**src/rtl/cabac_decode_bin.sv**
```systemverilog
// CABAC regular-bin decoder: context lookup, MPS/LPS decision and
// renormalization, fully combinational so the parent can update in one clock.
module cabac_decode_bin (
    input  logic       clk,
    input  logic       rst,
    input  logic [8:0] i_ivlCurrRange,
    input  logic [8:0] i_ivlOffset,
    input  logic [5:0] i_pStateIdx,
    input  logic       i_valMps,
    input  logic [5:0] i_rbsp_in,
    output logic [8:0] o_ivlCurrRange,
    output logic [8:0] o_ivlOffset,
    output logic [5:0] o_pStateIdx,
    output logic       o_valMps,
    output logic       o_binVal,
    output logic [2:0] o_output_len
);

    logic [5:0]  state_eff;
    logic [1:0]  q_range_idx;
    logic [31:0] lps_row;
    logic [7:0]  r_lps;
    logic [8:0]  r_mps;
    logic        is_lps;
    logic [8:0]  range_dec;
    logic [8:0]  off_dec;
    logic [2:0]  shift;
    logic [14:0] off_cat;
    logic [5:0]  trans_lps;
    logic        unused_ok;

    // State 63 is folded onto 62 so renormalization never exceeds six bits.
    assign state_eff   = (i_pStateIdx == 6'd63) ? 6'd62 : i_pStateIdx;
    assign q_range_idx = i_ivlCurrRange[7:6];

    always_comb begin
        lps_row = {8'd6, 8'd8, 8'd9, 8'd11};
        case (state_eff)
            6'd0:  lps_row = {8'd128, 8'd176, 8'd208, 8'd240};
            6'd1:  lps_row = {8'd128, 8'd167, 8'd197, 8'd227};
            6'd2:  lps_row = {8'd128, 8'd158, 8'd187, 8'd216};
            6'd3:  lps_row = {8'd123, 8'd150, 8'd178, 8'd205};
            6'd4:  lps_row = {8'd116, 8'd142, 8'd169, 8'd195};
            6'd5:  lps_row = {8'd111, 8'd135, 8'd160, 8'd185};
            6'd6:  lps_row = {8'd105, 8'd128, 8'd152, 8'd175};
            6'd7:  lps_row = {8'd100, 8'd122, 8'd144, 8'd166};
            6'd8:  lps_row = {8'd95,  8'd116, 8'd137, 8'd158};
            6'd9:  lps_row = {8'd90,  8'd110, 8'd130, 8'd150};
            6'd10: lps_row = {8'd85,  8'd104, 8'd123, 8'd140};
            6'd11: lps_row = {8'd81,  8'd99,  8'd117, 8'd133};
            6'd12: lps_row = {8'd77,  8'd94,  8'd111, 8'd126};
            6'd13: lps_row = {8'd73,  8'd89,  8'd105, 8'd120};
            6'd14: lps_row = {8'd69,  8'd85,  8'd100, 8'd114};
            6'd15: lps_row = {8'd66,  8'd80,  8'd95,  8'd108};
            6'd16: lps_row = {8'd62,  8'd76,  8'd90,  8'd102};
            6'd17: lps_row = {8'd59,  8'd72,  8'd86,  8'd97};
            6'd18: lps_row = {8'd56,  8'd69,  8'd81,  8'd92};
            6'd19: lps_row = {8'd53,  8'd65,  8'd77,  8'd87};
            6'd20: lps_row = {8'd51,  8'd62,  8'd73,  8'd83};
            6'd21: lps_row = {8'd48,  8'd59,  8'd69,  8'd79};
            6'd22: lps_row = {8'd46,  8'd56,  8'd66,  8'd75};
            6'd23: lps_row = {8'd43,  8'd53,  8'd63,  8'd71};
            6'd24: lps_row = {8'd41,  8'd50,  8'd59,  8'd67};
            6'd25: lps_row = {8'd39,  8'd48,  8'd56,  8'd64};
            6'd26: lps_row = {8'd37,  8'd45,  8'd53,  8'd61};
            6'd27: lps_row = {8'd35,  8'd43,  8'd50,  8'd58};
            6'd28: lps_row = {8'd33,  8'd41,  8'd48,  8'd55};
            6'd29: lps_row = {8'd32,  8'd39,  8'd46,  8'd52};
            6'd30: lps_row = {8'd30,  8'd37,  8'd43,  8'd49};
            6'd31: lps_row = {8'd29,  8'd35,  8'd41,  8'd47};
            6'd32: lps_row = {8'd27,  8'd33,  8'd39,  8'd45};
            6'd33: lps_row = {8'd26,  8'd31,  8'd37,  8'd42};
            6'd34: lps_row = {8'd24,  8'd30,  8'd35,  8'd40};
            6'd35: lps_row = {8'd23,  8'd28,  8'd33,  8'd38};
            6'd36: lps_row = {8'd22,  8'd27,  8'd31,  8'd36};
            6'd37: lps_row = {8'd21,  8'd26,  8'd30,  8'd34};
            6'd38: lps_row = {8'd20,  8'd24,  8'd29,  8'd32};
            6'd39: lps_row = {8'd19,  8'd23,  8'd27,  8'd31};
            6'd40: lps_row = {8'd18,  8'd22,  8'd26,  8'd29};
            6'd41: lps_row = {8'd17,  8'd21,  8'd25,  8'd28};
            6'd42: lps_row = {8'd16,  8'd20,  8'd23,  8'd27};
            6'd43: lps_row = {8'd15,  8'd19,  8'd22,  8'd25};
            6'd44: lps_row = {8'd14,  8'd18,  8'd21,  8'd24};
            6'd45: lps_row = {8'd14,  8'd17,  8'd20,  8'd23};
            6'd46: lps_row = {8'd13,  8'd16,  8'd19,  8'd22};
            6'd47: lps_row = {8'd12,  8'd15,  8'd18,  8'd21};
            6'd48: lps_row = {8'd12,  8'd14,  8'd17,  8'd20};
            6'd49: lps_row = {8'd11,  8'd14,  8'd16,  8'd19};
            6'd50: lps_row = {8'd11,  8'd13,  8'd15,  8'd18};
            6'd51: lps_row = {8'd10,  8'd12,  8'd15,  8'd17};
            6'd52: lps_row = {8'd10,  8'd12,  8'd14,  8'd16};
            6'd53: lps_row = {8'd9,   8'd11,  8'd13,  8'd15};
            6'd54: lps_row = {8'd9,   8'd11,  8'd12,  8'd14};
            6'd55: lps_row = {8'd8,   8'd10,  8'd12,  8'd14};
            6'd56: lps_row = {8'd8,   8'd9,   8'd11,  8'd13};
            6'd57: lps_row = {8'd7,   8'd9,   8'd11,  8'd12};
            6'd58: lps_row = {8'd7,   8'd9,   8'd10,  8'd12};
            6'd59: lps_row = {8'd7,   8'd8,   8'd10,  8'd11};
            6'd60: lps_row = {8'd6,   8'd8,   8'd9,   8'd11};
            6'd61: lps_row = {8'd6,   8'd7,   8'd9,   8'd10};
            default: lps_row = {8'd6, 8'd8, 8'd9, 8'd11};
        endcase
    end

    always_comb begin
        trans_lps = 6'd38;
        case (state_eff)
            6'd0:  trans_lps = 6'd0;   6'd1:  trans_lps = 6'd0;
            6'd2:  trans_lps = 6'd1;   6'd3:  trans_lps = 6'd2;
            6'd4:  trans_lps = 6'd2;   6'd5:  trans_lps = 6'd4;
            6'd6:  trans_lps = 6'd4;   6'd7:  trans_lps = 6'd5;
            6'd8:  trans_lps = 6'd6;   6'd9:  trans_lps = 6'd7;
            6'd10: trans_lps = 6'd8;   6'd11: trans_lps = 6'd9;
            6'd12: trans_lps = 6'd9;   6'd13: trans_lps = 6'd11;
            6'd14: trans_lps = 6'd11;  6'd15: trans_lps = 6'd12;
            6'd16: trans_lps = 6'd13;  6'd17: trans_lps = 6'd13;
            6'd18: trans_lps = 6'd15;  6'd19: trans_lps = 6'd15;
            6'd20: trans_lps = 6'd16;  6'd21: trans_lps = 6'd16;
            6'd22: trans_lps = 6'd18;  6'd23: trans_lps = 6'd18;
            6'd24: trans_lps = 6'd19;  6'd25: trans_lps = 6'd19;
            6'd26: trans_lps = 6'd21;  6'd27: trans_lps = 6'd21;
            6'd28: trans_lps = 6'd22;  6'd29: trans_lps = 6'd22;
            6'd30: trans_lps = 6'd23;  6'd31: trans_lps = 6'd24;
            6'd32: trans_lps = 6'd24;  6'd33: trans_lps = 6'd25;
            6'd34: trans_lps = 6'd26;  6'd35: trans_lps = 6'd26;
            6'd36: trans_lps = 6'd27;  6'd37: trans_lps = 6'd27;
            6'd38: trans_lps = 6'd28;  6'd39: trans_lps = 6'd29;
            6'd40: trans_lps = 6'd29;  6'd41: trans_lps = 6'd30;
            6'd42: trans_lps = 6'd30;  6'd43: trans_lps = 6'd30;
            6'd44: trans_lps = 6'd31;  6'd45: trans_lps = 6'd32;
            6'd46: trans_lps = 6'd32;  6'd47: trans_lps = 6'd33;
            6'd48: trans_lps = 6'd33;  6'd49: trans_lps = 6'd33;
            6'd50: trans_lps = 6'd34;  6'd51: trans_lps = 6'd34;
            6'd52: trans_lps = 6'd35;  6'd53: trans_lps = 6'd35;
            6'd54: trans_lps = 6'd35;  6'd55: trans_lps = 6'd36;
            6'd56: trans_lps = 6'd36;  6'd57: trans_lps = 6'd36;
            6'd58: trans_lps = 6'd37;  6'd59: trans_lps = 6'd37;
            6'd60: trans_lps = 6'd37;  6'd61: trans_lps = 6'd38;
            default: trans_lps = 6'd38;
        endcase
    end

    // ~q selects the row byte for qRangeIdx (column 0 is the top byte).
    assign r_lps     = lps_row[{~q_range_idx, 3'b000} +: 8];
    assign r_mps     = i_ivlCurrRange - {1'b0, r_lps};
    assign is_lps    = (i_ivlOffset >= r_mps);
    assign range_dec = is_lps ? {1'b0, r_lps} : r_mps;
    assign off_dec   = is_lps ? (i_ivlOffset - r_mps) : i_ivlOffset;

    always_comb begin
        if (range_dec[8])      shift = 3'd0;
        else if (range_dec[7]) shift = 3'd1;
        else if (range_dec[6]) shift = 3'd2;
        else if (range_dec[5]) shift = 3'd3;
        else if (range_dec[4]) shift = 3'd4;
        else if (range_dec[3]) shift = 3'd5;
        else                   shift = 3'd6;
    end

    // Appending the bitstream then shifting right pulls in the top n bits.
    assign off_cat = {off_dec, i_rbsp_in} >> (3'd6 - shift);

    assign o_ivlCurrRange = range_dec << shift;
    assign o_ivlOffset    = off_cat[8:0];
    assign o_output_len   = shift;
    assign o_binVal       = i_valMps ^ is_lps;
    assign o_valMps       = i_valMps ^ (is_lps && (state_eff == 6'd0));
    assign o_pStateIdx    = is_lps ? trans_lps :
                            (state_eff == 6'd62) ? 6'd62 :
                            state_eff + 6'd1;

    assign unused_ok = ^{clk, rst, off_cat[14:9]};

endmodule

```
**config.mk**
```make
export PLATFORM = sky130hd
export DESIGN_NAME = cabac_decode_bin
export DESIGN_NICKNAME = d
export VERILOG_FILES = /design/src/rtl/cabac_decode_bin.sv
export SDC_FILE = /design/constraint.sdc
export NUM_CORES = 1
export LEC_CHECK = 0
export CORE_ASPECT_RATIO = 1.25
export CORE_MARGIN = 2
export CORE_UTILIZATION = 45
export DETAILED_ROUTE_END_ITERATION = 10
export DONT_BUFFER_PORTS = 1
export PLACE_DENSITY = 0.65
export SKIP_LAST_GASP = 1
export SLEW_MARGIN = 20
export SYNTH_ARGS = -nofsm -noshare
export SYNTH_HDL_FRONTEND = slang
export SYNTH_SLANG_ARGS = --single-unit
```
**constraint.sdc**
```tcl
create_clock -name vclk -period 14.8
set_clock_uncertainty 0.05 [all_clocks]
set_input_delay 2.96 -clock vclk [all_inputs]
set_output_delay 2.96 -clock vclk [all_outputs]
set_load 0.005 [all_outputs]
```
### After elaboration in Yosys (flattened, before gate mapping)

Memory sizes are Yosys's and may differ from the RTL's.
Index checks and enable logic that the tools add are counted.

* bits in registers: 0
* bits in read-only memories: 2432
* input port bits: 33
* output and inout bits: 29
* logic and storage cells: 28
* memories: 2

* $add $sub $neg: 4
* magnitude comparators: 1
* equality and inequality tests: 2
* shift-type cells: 3
* mux-type cells: 11
* bitwise gates (word level): 3
* reduce and logical (&&, ||, !) cells: 2

Memory list
* (no name shown): words 64, bits a word 32, rd ports 1, clocked after memory_dff 0, wr ports 0, RTL line 38 `case (state_eff)`
* (no name shown): words 64, bits a word 6, rd ports 1, clocked after memory_dff 0, wr ports 0, RTL line 107 `case (state_eff)`

Operator list (number)
* 32-bit by 6-bit variable part select with 8-bit output: 1
* 6-bit 2-to-1 mux: 3
* 9-bit 2-to-1 mux: 2
* 15-bit by 3-bit right shift with 9-bit output: 1
* 6-bit equality test (second input constant): 2
* 3-bit 2-to-1 mux: 4
* 9-bit greater-or-equal comparator: 1
* 9-bit by 3-bit << shifter with 9-bit output: 1
* 9-bit by 8-bit subtractor with 9-bit output: 1
* 9-bit subtractor: 1
* 6-bit by 1-bit adder with 6-bit output (second input constant): 1
* 6-bit logical NOT: 1
* 2-bit 2-to-1 mux: 2
* 3-bit subtractor (first input constant): 1
* 2-bit inverter: 1
* 1-bit bitwise XOR: 2
* 1-bit logical AND: 1

### Depth between registers and ports, before layout

Gate-level depths: netlist (run 1).
An unclocked memory read counts as a cell.

* word-level depth: 15
* gate-level depth with buffers: 39
* gate-level depth less buffers: 33

### Worst setup path after synthesis (run 1)

OpenSTA, ideal clock, no wires.

* path type: input -> output
* start point: in i_pStateIdx[4]
* end point: out o_ivlOffset[5]
* arrival time: 9.659 ns
* data required time: 11.790 ns
* slack: 2.131 ns
* stages on the path: 33
* buffers on the path: 5
* path through: buf_2 > buf_2 > buf_2 > nand2_1 > nor2_1 > a21oi_1 > inv_1 > ha_1 > clkbuf_1 > nor2b_1 > nor2_1 > a211oi_1 > a21oi_1 > a211o_1 > a31oi_1 > ha_1 > nor2b_1 > o2111ai_1 > nand3b_1 > xnor2_1 > ha_1 > a21o_1 > a21oi_1 > a21oi_1 > nor2_1 > mux2_2 > o21ai_0 > nand2_1 > clkinv_1 > ha_1 > buf_1 > inv_2 > mux4_2

* word-level cells in the longest chain between the ends: 15
* elaborated cells on any way between the ends: 17
* those cells by class: add/sub: 3; order compare: 1; eq/ne: 1; shift: 2; mux: 9; memory: 1

Ends and longest elaborated chain
* start, declared: RTL line 8 `input logic [5:0] i_pStateIdx,`
* 6-bit equality test: RTL line 33 `assign state_eff = (i_pStateIdx == 6'd63) ? 6'd62 : i_pStateIdx;`
* 6-bit 2-to-1 mux *: RTL line 33
* memory read 64 x 32 bit *
* 32-bit by 6-bit variable part select with 8-bit output *: RTL line 144 `assign r_lps = lps_row[{~q_range_idx, 3'b000} +: 8];`
* 9-bit by 8-bit subtractor with 9-bit output: RTL line 145 `assign r_mps = i_ivlCurrRange - {1'b0, r_lps};`
* 9-bit greater-or-equal comparator: RTL line 146 `assign is_lps = (i_ivlOffset >= r_mps);`
* 9-bit 2-to-1 mux *: RTL line 147 `assign range_dec = is_lps ? {1'b0, r_lps} : r_mps;`
* 2-bit 2-to-1 mux: RTL line 156 `else if (range_dec[3]) shift = 3'd5;`
* 2-bit 2-to-1 mux: RTL line 155 `else if (range_dec[4]) shift = 3'd4;`
* 3-bit 2-to-1 mux: RTL line 154 `else if (range_dec[5]) shift = 3'd3;`
* 3-bit 2-to-1 mux: RTL line 153 `else if (range_dec[6]) shift = 3'd2;`
* 3-bit 2-to-1 mux: RTL line 152 `else if (range_dec[7]) shift = 3'd1;`
* 3-bit 2-to-1 mux *: RTL line 151 `if (range_dec[8]) shift = 3'd0;`
* named net o_output_len[1]: RTL line 16 `output logic [2:0] o_output_len`
* 3-bit subtractor *: RTL line 161 `assign off_cat = {off_dec, i_rbsp_in} >> (3'd6 - shift);`
* 15-bit by 3-bit right shift with 9-bit output *: RTL line 161
* end, declared: RTL line 12 `output logic [8:0] o_ivlOffset,`

The timed path passes the listed nets; every way through them passes the cells marked *.

### Final worst setup path (run 1)

* start point: in i_pStateIdx[3]
* end point: out o_ivlOffset[0]

The elaborated chain is that of the path after synthesis.

==> metrics.txt, run 1 <==
# TYPE chip_impl_metric gauge
chip_impl_metric{name="hold_violations_final",unit=""} 0
chip_impl_metric{name="report.final.slew_viol_count",unit=""} 0
chip_impl_metric{name="postSynthNetCount",unit=""} 771
chip_impl_metric{name="syn_avg_cell_area",unit="um^2"} 6.58
chip_impl_metric{name="drc",unit=""} 0
chip_impl_metric{name="wire_length_on_met3",unit="um"} 1580
chip_impl_metric{name="antenna_cells_inserted",unit=""} 0
chip_impl_metric{name="crit_path_max_fo",unit=""} 86
chip_impl_metric{name="post_synth_num_cell_types",unit=""} 90
chip_impl_metric{name="drtPass1Iterations",unit=""} 6
chip_impl_metric{name="final_antenna_net_count",unit=""} 0
chip_impl_info{name="timing.critical_path.mode_cell",value="ha_1"} 1
chip_impl_metric{name="core_region_area",unit="um^2"} 10100
chip_impl_metric{name="synth_seq_area_share",unit="%"} 0
chip_impl_metric{name="timing.hold.worst_path_depth",unit=""} 1
chip_impl_metric{name="ff_latch_area",unit="um^2"} 0
chip_impl_metric{name="finish.net_count",unit=""} 707
chip_impl_metric{name="grt_first_pass_wirelength",unit="um"} 27500
chip_impl_metric{name="floorplan.die.height",unit="um"} 118
chip_impl_metric{name="m1WireLength",unit="um"} 6560
chip_impl_info{name="whs_endpoint",value="o_binVal"} 1
chip_impl_metric{name="num-fill-cells",unit=""} 1081
chip_impl_metric{name="maxClockFrequency",unit="GHz"} 0.0717
chip_impl_metric{name="period_minus_slack",unit="ns"} 13.95
chip_impl_metric{name="overflow",unit=""} 0
chip_impl_metric{name="gpl.final_weighted_congestion",unit=""} 1.02
chip_impl_info{name="critical_path.startpoint",value="i_pStateIdx[3]"} 1
chip_impl_metric{name="met2WireLength",unit="um"} 8550
chip_impl_metric{name="die_area",unit="um^2"} 11200
chip_impl_info{name="min-delay-start",value="i_valMps"} 1
chip_impl_metric{name="cp_data_arrival_time",unit="ns"} 10.94
chip_impl_info{name="synth_area_leaders",value="ha_1 (7.0%), a21oi_1 (6.6%), o21ai_0 (5.4%)"} 1
chip_impl_info{name="synth_commonest_cells",value="nor2_1 (64), a21oi_1 (62), nand2_1 (62), o21ai_0 (50), ha_1 (26)"} 1
chip_impl_metric{name="num_vias",unit=""} 5647
chip_impl_metric{name="max-slew-margin-rel",unit="%"} 43.3
chip_impl_metric{name="drv_cap",unit=""} 0
chip_impl_metric{name="worst-slew-pin-transition",unit="ns"} 0.849
chip_impl_metric{name="worst_ep_required_time",unit="ns"} 11.79
chip_impl_metric{name="crit_path_max_incr_delay",unit="ns"} 0.61
chip_impl_metric{name="design.seq.count",unit=""} 0
chip_impl_metric{name="numPortBuffers",unit=""} 0
chip_impl_metric{name="final-setup-viol-count",unit=""} 0
chip_impl_info{name="path_type_of_the_worst_setup_path",value="input port to primary output"} 1
chip_impl_metric{name="fin_setup_tns",unit="ns"} 0
chip_impl_metric{name="vias_per_cell",unit=""} 7.31
chip_impl_metric{name="row_count",unit=""} 41
chip_impl_metric{name="leakagePower",unit="uW"} 0.00171
chip_impl_metric{name="dp_hpwl",unit="um"} 12700
chip_impl_info{name="run_status",value="completed"} 1
chip_impl_metric{name="layout-area-overhead-vs-synth",unit="%"} -3.96
chip_impl_metric{name="post_cts_resize_count",unit=""} 0
chip_impl_metric{name="power_density_normalized_to_cell_area",unit="nW/um^2"} 109
chip_impl_metric{name="drtIter0Drc",unit=""} 864
chip_impl_metric{name="layout_worst_path_cycle_share",unit="%"} 94.3
chip_impl_metric{name="cts_post_setup_buffers_inserted",unit=""} 0
chip_impl_info{name="synthMostInstantiatedCell",value="nor2_1"} 1
chip_impl_metric{name="syn_inst",unit=""} 710
chip_impl_metric{name="grt_max_degree",unit=""} 87
chip_impl_metric{name="max-vdd-ir-drop",unit="V"} 0.0000448
chip_impl_metric{name="final_cells",unit=""} 773
chip_impl_metric{name="synthesis.yosys.warnings",unit=""} 0
chip_impl_info{name="hold_path_class",value="input port to primary output"} 1
chip_impl_metric{name="final.setup.worst_slack",unit="ns"} 0.846
chip_impl_info{name="setup_repair_after_global_routing_missed_its_margin",value="false"} 1
chip_impl_info{name="maxUsedRoutingLayer",value="met4"} 1
chip_impl_metric{name="layout.clock_buffers",unit=""} 0
chip_impl_metric{name="synth_top_area_share",unit="%"} 6.96
chip_impl_metric{name="grt_use_total",unit="%"} 30.1
chip_impl_metric{name="syn-cell-area",unit="um^2"} 4670
chip_impl_metric{name="fin_total_pwr",unit="uW"} 488
chip_impl_metric{name="floorplan.initialDensity",unit="%"} 46.2
chip_impl_metric{name="dieWidth",unit="um"} 95.1
chip_impl_metric{name="place_inst",unit=""} 773
chip_impl_metric{name="post_drt_wl_per_cell",unit="um"} 23.2
chip_impl_metric{name="number_of_hold_buffers_added_after_cts",unit=""} 0
chip_impl_metric{name="total_i_o_pin_count",unit=""} 62
chip_impl_info{name="worstSetupStartpointType",value="input port"} 1
chip_impl_metric{name="layout-drive-gt1-share",unit="%"} 7.14
chip_impl_metric{name="postRouteWirelength",unit="um"} 17900
chip_impl_info{name="yosys.area.top_type",value="ha_1"} 1
chip_impl_metric{name="first_global_vias",unit=""} 5224
chip_impl_metric{name="end_of_flow_core_utilization",unit="%"} 44.4
chip_impl_metric{name="place_ws",unit="ns"} 1.08
chip_impl_metric{name="number_of_antenna_violations_at_the_first_check_in_global_routing",unit=""} 0
chip_impl_info{name="slowest_stage",value="xnor2_2"} 1
chip_impl_info{name="timing.critical_path.to_type",value="primary output"} 1
## routing by layer
layer | GRT usage, % | vias up
met5 | 0 | -
met4 | 16.6 | 0
met3 | 1.98 | 78
met2 | 51.9 | 402
met1 | 36.2 | 2612
li1 | - | 2555
## power by group
part / switching, uW / leakage [uW] / internal (uW)
clock: 0 / 0 / 0
sequential: 0 / 0 / 0
combinational: 292 / 0.00171 / 196
total: 292 / 0.00171 / 196
## per-stage QoR
step / area (um^2) / hold slack, ns
detailed placement: 4490 / 5.94
finish: 4490 / 5.93
global route: 4490 / 5.94
CTS: 4490 / 5.94
floorplan: 4670 / 5.93
global placement: 4490 / 5.94
## worst max-delay path by stage
stage	end	slack, ns	cells after the start
2_1_floorplan	o_ivlOffset[5]	2.13	33
3_3_place_gp	o_ivlOffset[0]	1.25	31
3_5_place_dp	o_ivlOffset[0]	1.08	31
4_1_cts	o_ivlOffset[0]	1.05	31
5_1_grt	o_ivlOffset[1]	0.37	31
6_report	o_ivlOffset[0]	0.85	31
## area by class of cell
class	instances	area (um^2)	area share [%]
well taps	129	161	3.60
inverters	30	115	2.57
repair buffers	5	37.5	0.837
multi-input cells	609	4170	93.0
## cell families after synthesis
| logic type | count (synthesis) | share of synthesized area [%] |
|---|---|---|
| AO/OA/AOI/OAI | 293 | 43.8 |
| XOR/XNOR | 15 | 2.97 |
| adder cells (fa/ha/maj) | 28 | 7.82 |
| buffers and inverters | 101 | 10.7 |
| multiplexers | 37 | 9.27 |
| AND/OR/NAND/NOR | 236 | 25.4 |
## layout by cell type (no fill, tap or decap), drive strengths merged, types with 5 or more instances in the layout
cell,netlist,layout
a22oi,5,5
a211oi,22,22
ha,26,26
a21o,6,6
nor2,67,67
nand2,63,63
a21oi,64,64
mux2,10,10
nand2b,14,14
o22ai,13,13
nand3,12,12
o211ai,13,13
nand4,9,9
xnor2,13,13
mux2i,23,23
nor2b,23,23
a31oi,14,14
a221oi,9,9
o221ai,6,6
a211o,6,6
o211a,7,7
buf,47,5
o21ai,55,55
or2,10,10
o31ai,6,6
o41ai,5,5
nor3,12,12
inv,27,27
o21a,9,9
## critical path, delay by kind of cell
kind,cells,cell delay [ns]
xor gates and xnor gates,2,0.97
and+or+nand+nor,7,1.25
AOI/OAI and AO/OA,13,3.26
buffers and inverters,4,0.82
muxes,1,0.42
adders and majority gates,4,1.23
(Power assumes the default switching activity.)
==> run 2: changes to the inputs <==
ABC_AREA = 1   (was default)
==> run 2 against run 1 <==
Setup slack improved by 0.63 ns. Routed wire length decreased by 9.3%. Largest power group unchanged. Critical endpoint is now o_ivlOffset[1]. Utilization increased by 0.20 points. Critical path type unchanged.
==> metrics.txt, run 2 <==
# TYPE chip_impl_metric gauge
chip_impl_info{name="run_status",value="completed"} 1
chip_impl_metric{name="final-setup-viol-count",unit=""} 0
chip_impl_metric{name="floorplan.initialDensity",unit="%"} 45.5
chip_impl_metric{name="numPortBuffers",unit=""} 0
chip_impl_metric{name="final_antenna_net_count",unit=""} 0
chip_impl_metric{name="drtPass1Iterations",unit=""} 6
chip_impl_metric{name="dieWidth",unit="um"} 89.5
chip_impl_info{name="yosys.area.top_type",value="nand2_1"} 1
chip_impl_metric{name="total_i_o_pin_count",unit=""} 62
chip_impl_metric{name="syn-cell-area",unit="um^2"} 4110
chip_impl_metric{name="die_area",unit="um^2"} 9920
chip_impl_info{name="synth_commonest_cells",value="nand2_1 (276), nand3_1 (157), inv_1 (66), a21oi_1 (45), o21ai_0 (40)"} 1
chip_impl_metric{name="postSynthNetCount",unit=""} 875
chip_impl_metric{name="drtIter0Drc",unit=""} 525
chip_impl_metric{name="end_of_flow_core_utilization",unit="%"} 44.6
chip_impl_metric{name="cts_post_setup_buffers_inserted",unit=""} 0
chip_impl_metric{name="layout_worst_path_cycle_share",unit="%"} 90.0
chip_impl_metric{name="core_region_area",unit="um^2"} 9030
chip_impl_metric{name="overflow",unit=""} 0
chip_impl_info{name="hold_path_class",value="input port to primary output"} 1
chip_impl_info{name="worstSetupStartpointType",value="input port"} 1
chip_impl_metric{name="grt_use_total",unit="%"} 31.9
chip_impl_metric{name="gpl.final_weighted_congestion",unit=""} 1.06
chip_impl_metric{name="dp_hpwl",unit="um"} 12400
chip_impl_metric{name="crit_path_max_incr_delay",unit="ns"} 0.64
chip_impl_metric{name="maxClockFrequency",unit="GHz"} 0.0750
chip_impl_metric{name="worst_ep_required_time",unit="ns"} 11.79
chip_impl_metric{name="num_vias",unit=""} 5562
chip_impl_metric{name="timing.hold.ws",unit="ns"} 5.94
chip_impl_metric{name="synth-compound-area-share",unit="%"} 20.3
chip_impl_metric{name="hold_violations_final",unit=""} 0
chip_impl_metric{name="final_cells",unit=""} 897
chip_impl_metric{name="layout-area-overhead-vs-synth",unit="%"} -2.01
chip_impl_info{name="leading_cell_type_in_the_layout_fill_and_taps_excluded",value="nand2_1"} 1
chip_impl_metric{name="syn_inst",unit=""} 814
chip_impl_info{name="timing.critical_path.mode_cell",value="nand2_1"} 1
chip_impl_metric{name="number_of_antenna_violations_at_the_first_check_in_global_routing",unit=""} 0
chip_impl_metric{name="synthesis.yosys.warnings",unit=""} 0
chip_impl_metric{name="drc",unit=""} 0
chip_impl_metric{name="floorplan.die.height",unit="um"} 111
chip_impl_metric{name="first_global_vias",unit=""} 4926
chip_impl_metric{name="post_synth_num_cell_types",unit=""} 48
chip_impl_metric{name="report.final.slew_viol_count",unit=""} 0
chip_impl_info{name="combinational_family_with_the_most_area_after_synthesis",value="simple AND/OR/NAND/NOR gates"} 1
chip_impl_metric{name="cp_data_arrival_time",unit="ns"} 10.32
chip_impl_metric{name="max-vdd-ir-drop",unit="V"} 0.0000831
chip_impl_metric{name="vias_per_cell",unit=""} 6.20
chip_impl_info{name="synthMostInstantiatedCell",value="nand2_1"} 1
chip_impl_metric{name="layout.clock_buffers",unit=""} 0
chip_impl_metric{name="design.seq.count",unit=""} 0
chip_impl_metric{name="worst-slew-pin-transition",unit="ns"} 0.813
chip_impl_metric{name="fin_setup_tns",unit="ns"} 0
chip_impl_metric{name="max-slew-margin-rel",unit="%"} 45.6
chip_impl_info{name="synth_area_leaders",value="nand2_1 (25%), nand3_1 (19%), ha_1 (7.9%)"} 1
chip_impl_metric{name="ff_latch_area",unit="um^2"} 0
chip_impl_info{name="path_type_of_the_worst_setup_path",value="input port to primary output"} 1
chip_impl_metric{name="synthesized_area_fraction_occupied_by_and_or_nand_nor_cells",unit="%"} 53.7
chip_impl_metric{name="synth_seq_area_share",unit="%"} 0
chip_impl_metric{name="grt_first_pass_wirelength",unit="um"} 25200
chip_impl_metric{name="finish.net_count",unit=""} 837
chip_impl_metric{name="antenna_cells_inserted",unit=""} 0
chip_impl_metric{name="number_of_hold_buffers_added_after_cts",unit=""} 0
chip_impl_metric{name="layout-drive-gt1-share",unit="%"} 5.17
chip_impl_info{name="setup_repair_after_global_routing_missed_its_margin",value="false"} 1
chip_impl_info{name="slowest_stage",value="ha_1"} 1
chip_impl_metric{name="muxShareOfSynthArea",unit="%"} 0.274
chip_impl_metric{name="xor_and_xnor_area_share_after_synthesis",unit="%"} 3.20
chip_impl_metric{name="place_inst",unit=""} 897
chip_impl_metric{name="drv_cap",unit=""} 0
chip_impl_metric{name="placedInstanceArea",unit="um^2"} 4030
chip_impl_metric{name="power_density_normalized_to_cell_area",unit="nW/um^2"} 146
chip_impl_metric{name="row_count",unit=""} 39
chip_impl_metric{name="post_cts_resize_count",unit=""} 0
chip_impl_metric{name="crit_path_max_fo",unit=""} 32
chip_impl_metric{name="syn_avg_cell_area",unit="um^2"} 5.05
chip_impl_metric{name="leakagePower",unit="uW"} 0.00210
chip_impl_metric{name="grt_max_degree",unit=""} 47
chip_impl_metric{name="postRouteWirelength",unit="um"} 16200
chip_impl_info{name="timing.critical_path.to_type",value="primary output"} 1
chip_impl_info{name="most_frequent_cells_in_the_layout",value="nand2_1 (276), nand3_1 (157), inv_1 (66), a21oi_1 (45), o21ai_0 (40)"} 1
chip_impl_metric{name="postLayoutCellArea",unit="um^2"} 4030
chip_impl_metric{name="synth_top_area_share",unit="%"} 25.2
chip_impl_metric{name="post_synth_fa_ha_maj_area_fraction",unit="%"} 8.89
chip_impl_metric{name="period_minus_slack",unit="ns"} 13.33
chip_impl_metric{name="post_drt_wl_per_cell",unit="um"} 18.1
[run 2: per-layer routing]
layer / vias up / GRT usage (%) / share of wire, %
li1: 2657 / - / -
met3: 91 / 2.83 / 9.3
met4: 0 / 16.3 / 6.9
met5: - / 0 / 0
met1: 2427 / 38.6 / 36
met2: 387 / 54.2 / 48
[run 2: worst max-delay path: cells and delay by family]
family | cells | cell delay (ns)
compound gates | 7 | 0.84
xor+xnor | 1 | 0.21
fa+ha+maj | 5 | 1.74
buf+inv | 9 | 1.49
simple gates | 21 | 3.05
[run 2: report_power, final]
group | internal, uW | switching [uW] | leakage [uW] | total (uW)
clock | 0 | 0 | 0 | 0
sequential | 0 | 0 | 0 | 0
combinational | 184 | 403 | 0.00210 | 587
total | 184 | 403 | 0.00210 | 587
[run 2: cell type report]
class	instances	area, um^2
tap	123	154
multi-input combinational	691	3550
fill	1082	5000
timing repair buffer	2	15.0
inverter	81	307
[run 2: logic make-up after synthesis]
group,count (synthesis)
adders and majority gates,28
xor gates and xnor gates,15
and+or+nand+nor,506
muxes,1
AOI/OAI and AO/OA,141
buffers and inverters,123
[run 2: stage by stage]
| step | setup slack [ns] | total power, uW |
|---|---|---|
| after global placement | 1.62 | 581 |
| after floorplan | 3.32 | 498 |
| after global routing | 0.896 | 670 |
| after detailed placement | 1.70 | 581 |
| after CTS | 1.67 | 583 |
| final | 1.47 | 587 |
[run 2: path summary, 6_finish.rpt]
| path | startpoint | slack, ns | depth (start not counted) | endpoint |
|---|---|---|---|---|
| min | i_valMps | 5.94 | 1 | o_binVal |
| max | i_pStateIdx[4] | 1.47 | 43 | o_ivlOffset[1] |
==> run 3: changes to the inputs <==
PLACE_DENSITY = default   (was 0.65)
==> run 3 against run 2 <==
Critical path depth unchanged. Global-route usage increased by 3.7 points. Hold slack improved by 0.00099 ns. Die area unchanged. Setup slack got worse by 0.077 ns. First-iteration DRC count increased by 28%. Via count increased by 3.6%. Total power increased by 3.8%. Design area unchanged. Utilization unchanged. Fmax decreased by 0.57%. Count of clock-buffer cells in the layout unchanged. Critical endpoint is now o_ivlOffset[0]. Highest routed layer unchanged.
==> metrics.txt, run 3 (synthesized netlist as in run 2, its figures left out) <==
# TYPE chip_impl_metric gauge
chip_impl_metric{name="drtIter0Drc",unit=""} 671
chip_impl_metric{name="layout.clock_buffers",unit=""} 0
chip_impl_metric{name="first_global_vias",unit=""} 5359
chip_impl_metric{name="postRouteWirelength",unit="um"} 18400
chip_impl_metric{name="max-slew-margin-rel",unit="%"} 41.1
chip_impl_metric{name="power_density_normalized_to_cell_area",unit="nW/um^2"} 151
chip_impl_metric{name="share_seq_of_total_power",unit="%"} 0
chip_impl_metric{name="grt_max_degree",unit=""} 47
chip_impl_metric{name="post_cts_resize_count",unit=""} 0
chip_impl_metric{name="number_of_antenna_violations_at_the_first_check_in_global_routing",unit=""} 0
chip_impl_metric{name="final_antenna_net_count",unit=""} 0
chip_impl_info{name="timing.critical_path.mode_cell",value="nand2_1"} 1
chip_impl_metric{name="worst-slew-pin-transition",unit="ns"} 0.880
chip_impl_metric{name="cp_data_arrival_time",unit="ns"} 10.39
chip_impl_info{name="setup_repair_after_global_routing_missed_its_margin",value="false"} 1
chip_impl_metric{name="dp_hpwl",unit="um"} 14200
chip_impl_metric{name="num-fill-cells",unit=""} 1059
chip_impl_metric{name="final-setup-viol-count",unit=""} 0
chip_impl_metric{name="ff_latch_area",unit="um^2"} 0
chip_impl_metric{name="total_i_o_pin_count",unit=""} 62
chip_impl_info{name="min-delay-start",value="i_valMps"} 1
chip_impl_info{name="hold_path_class",value="input port to primary output"} 1
chip_impl_metric{name="dieWidth",unit="um"} 89.5
chip_impl_info{name="whs_endpoint",value="o_binVal"} 1
chip_impl_metric{name="floorplan.die.height",unit="um"} 111
chip_impl_metric{name="drtPass1Iterations",unit=""} 8
chip_impl_metric{name="num_vias",unit=""} 5765
chip_impl_metric{name="end_of_flow_core_utilization",unit="%"} 44.6
chip_impl_metric{name="vias_per_cell",unit=""} 6.43
chip_impl_metric{name="fin_setup_tns",unit="ns"} 0
chip_impl_metric{name="worst_ep_required_time",unit="ns"} 11.79
chip_impl_info{name="slowest_stage",value="ha_1"} 1
chip_impl_metric{name="cts_post_setup_buffers_inserted",unit=""} 0
chip_impl_info{name="most_frequent_cells_in_the_layout",value="nand2_1 (276), nand3_1 (157), inv_1 (66), a21oi_1 (45), o21ai_0 (40)"} 1
chip_impl_metric{name="die_area",unit="um^2"} 9920
chip_impl_metric{name="layout-drive-gt1-share",unit="%"} 5.17
chip_impl_metric{name="design.seq.count",unit=""} 0
chip_impl_metric{name="hold_violations_final",unit=""} 0
chip_impl_metric{name="overflow",unit=""} 0
chip_impl_metric{name="power_frac_comb",unit="%"} 100.0
chip_impl_metric{name="antenna_cells_inserted",unit=""} 0
chip_impl_metric{name="core_region_area",unit="um^2"} 9030
chip_impl_metric{name="layout-area-overhead-vs-synth",unit="%"} -2.01
chip_impl_metric{name="finish.net_count",unit=""} 837
chip_impl_metric{name="place_inst",unit=""} 897
chip_impl_metric{name="period_minus_slack",unit="ns"} 13.40
chip_impl_metric{name="max-vdd-ir-drop",unit="V"} 0.0000804
chip_impl_metric{name="numPortBuffers",unit=""} 0
chip_impl_metric{name="row_count",unit=""} 39
chip_impl_metric{name="floorplan.initialDensity",unit="%"} 45.5
chip_impl_metric{name="report.final.slew_viol_count",unit=""} 0
chip_impl_metric{name="drv_cap",unit=""} 0
chip_impl_metric{name="leakagePower",unit="uW"} 0.00210
chip_impl_metric{name="power_frac_clock",unit="%"} 0
chip_impl_metric{name="post_drt_wl_per_cell",unit="um"} 20.5
chip_impl_metric{name="crit_path_max_incr_delay",unit="ns"} 0.64
chip_impl_info{name="worstSetupStartpointType",value="input port"} 1
chip_impl_metric{name="internal_power",unit="uW"} 185
chip_impl_metric{name="number_of_hold_buffers_added_after_cts",unit=""} 0
chip_impl_metric{name="grt_use_total",unit="%"} 35.5
chip_impl_metric{name="final_cells",unit=""} 897
chip_impl_metric{name="place_ws",unit="ns"} 1.61
chip_impl_metric{name="grt_first_pass_wirelength",unit="um"} 27400
chip_impl_info{name="path_type_of_the_worst_setup_path",value="input port to primary output"} 1
chip_impl_metric{name="power.switching",unit="uW"} 424
chip_impl_metric{name="crit_path_max_fo",unit=""} 32
chip_impl_info{name="leading_cell_type_in_the_layout_fill_and_taps_excluded",value="nand2_1"} 1
chip_impl_metric{name="timing.hold.ws",unit="ns"} 5.94
chip_impl_metric{name="drc",unit=""} 0
chip_impl_metric{name="maxClockFrequency",unit="GHz"} 0.0746
chip_impl_metric{name="timing.hold.worst_path_depth",unit=""} 1
chip_impl_metric{name="gpl.final_weighted_congestion",unit=""} 1.02
chip_impl_info{name="timing.critical_path.to_type",value="primary output"} 1
chip_impl_metric{name="final.setup.worst_slack",unit="ns"} 1.40
chip_impl_metric{name="swShare",unit="%"} 69.7
chip_impl_info{name="run_status",value="completed"} 1
chip_impl_metric{name="layout_worst_path_cycle_share",unit="%"} 90.6
==> run 3: power groups by stage <==
stage | clock [uW] | combinational [uW] | sequential [uW]
after global placement | 0 | 571 | 0
after floorplan | 0 | 498 | 0
after global routing | 0 | 680 | 0
after detailed placement | 0 | 589 | 0
final | 0 | 609 | 0
after CTS | 0 | 591 | 0
==> run 3: per-layer routing <==
layer  global-route usage [%]  wire [um]  vias to the layer above
li1                         -          -                     2665
met1                     39.1       6420                     2619
met2                     61.5       8860                      399
met3                     3.50       1570                       82
met4                     24.2       1540                        0
met5                        0          0                        -
==> run 3: through the flow <==
step	instance area [um^2]	total power, uW
after global placement	4030	571
final	4030	609
after CTS	4030	591
after floorplan	4110	498
after global routing	4030	680
after detailed placement	4030	589
==> run 3: cell type report <==
class / instances / area (um^2) / share of cell area [%]
timing repair buffer: 2 / 15.0 / 0.373
tap: 123 / 154 / 3.82
inverter: 81 / 307 / 7.61
multi-input combinational: 691 / 3550 / 88.2
==> run 3: worst max-delay path: cells and delay by family <==
family,cells,cell delay [ns]
xor+xnor,1,0.19
simple gates,21,2.98
compound gates,7,0.97
buf+inv,9,1.49
fa+ha+maj,5,1.76
==> run 3: worst max-delay path by stage <==
stage,slack (ns),endpoint,start,cells after the start
after floorplan,3.32,o_ivlOffset[5],i_pStateIdx[2],42
after global placement,1.73,o_ivlOffset[0],i_pStateIdx[4],41
after detailed placement,1.61,o_ivlOffset[5],i_pStateIdx[4],41
after CTS,1.59,o_ivlOffset[0],i_pStateIdx[4],41
after global routing,0.74,o_ivlOffset[3],i_pStateIdx[4],43
final,1.40,o_ivlOffset[0],i_pStateIdx[4],43
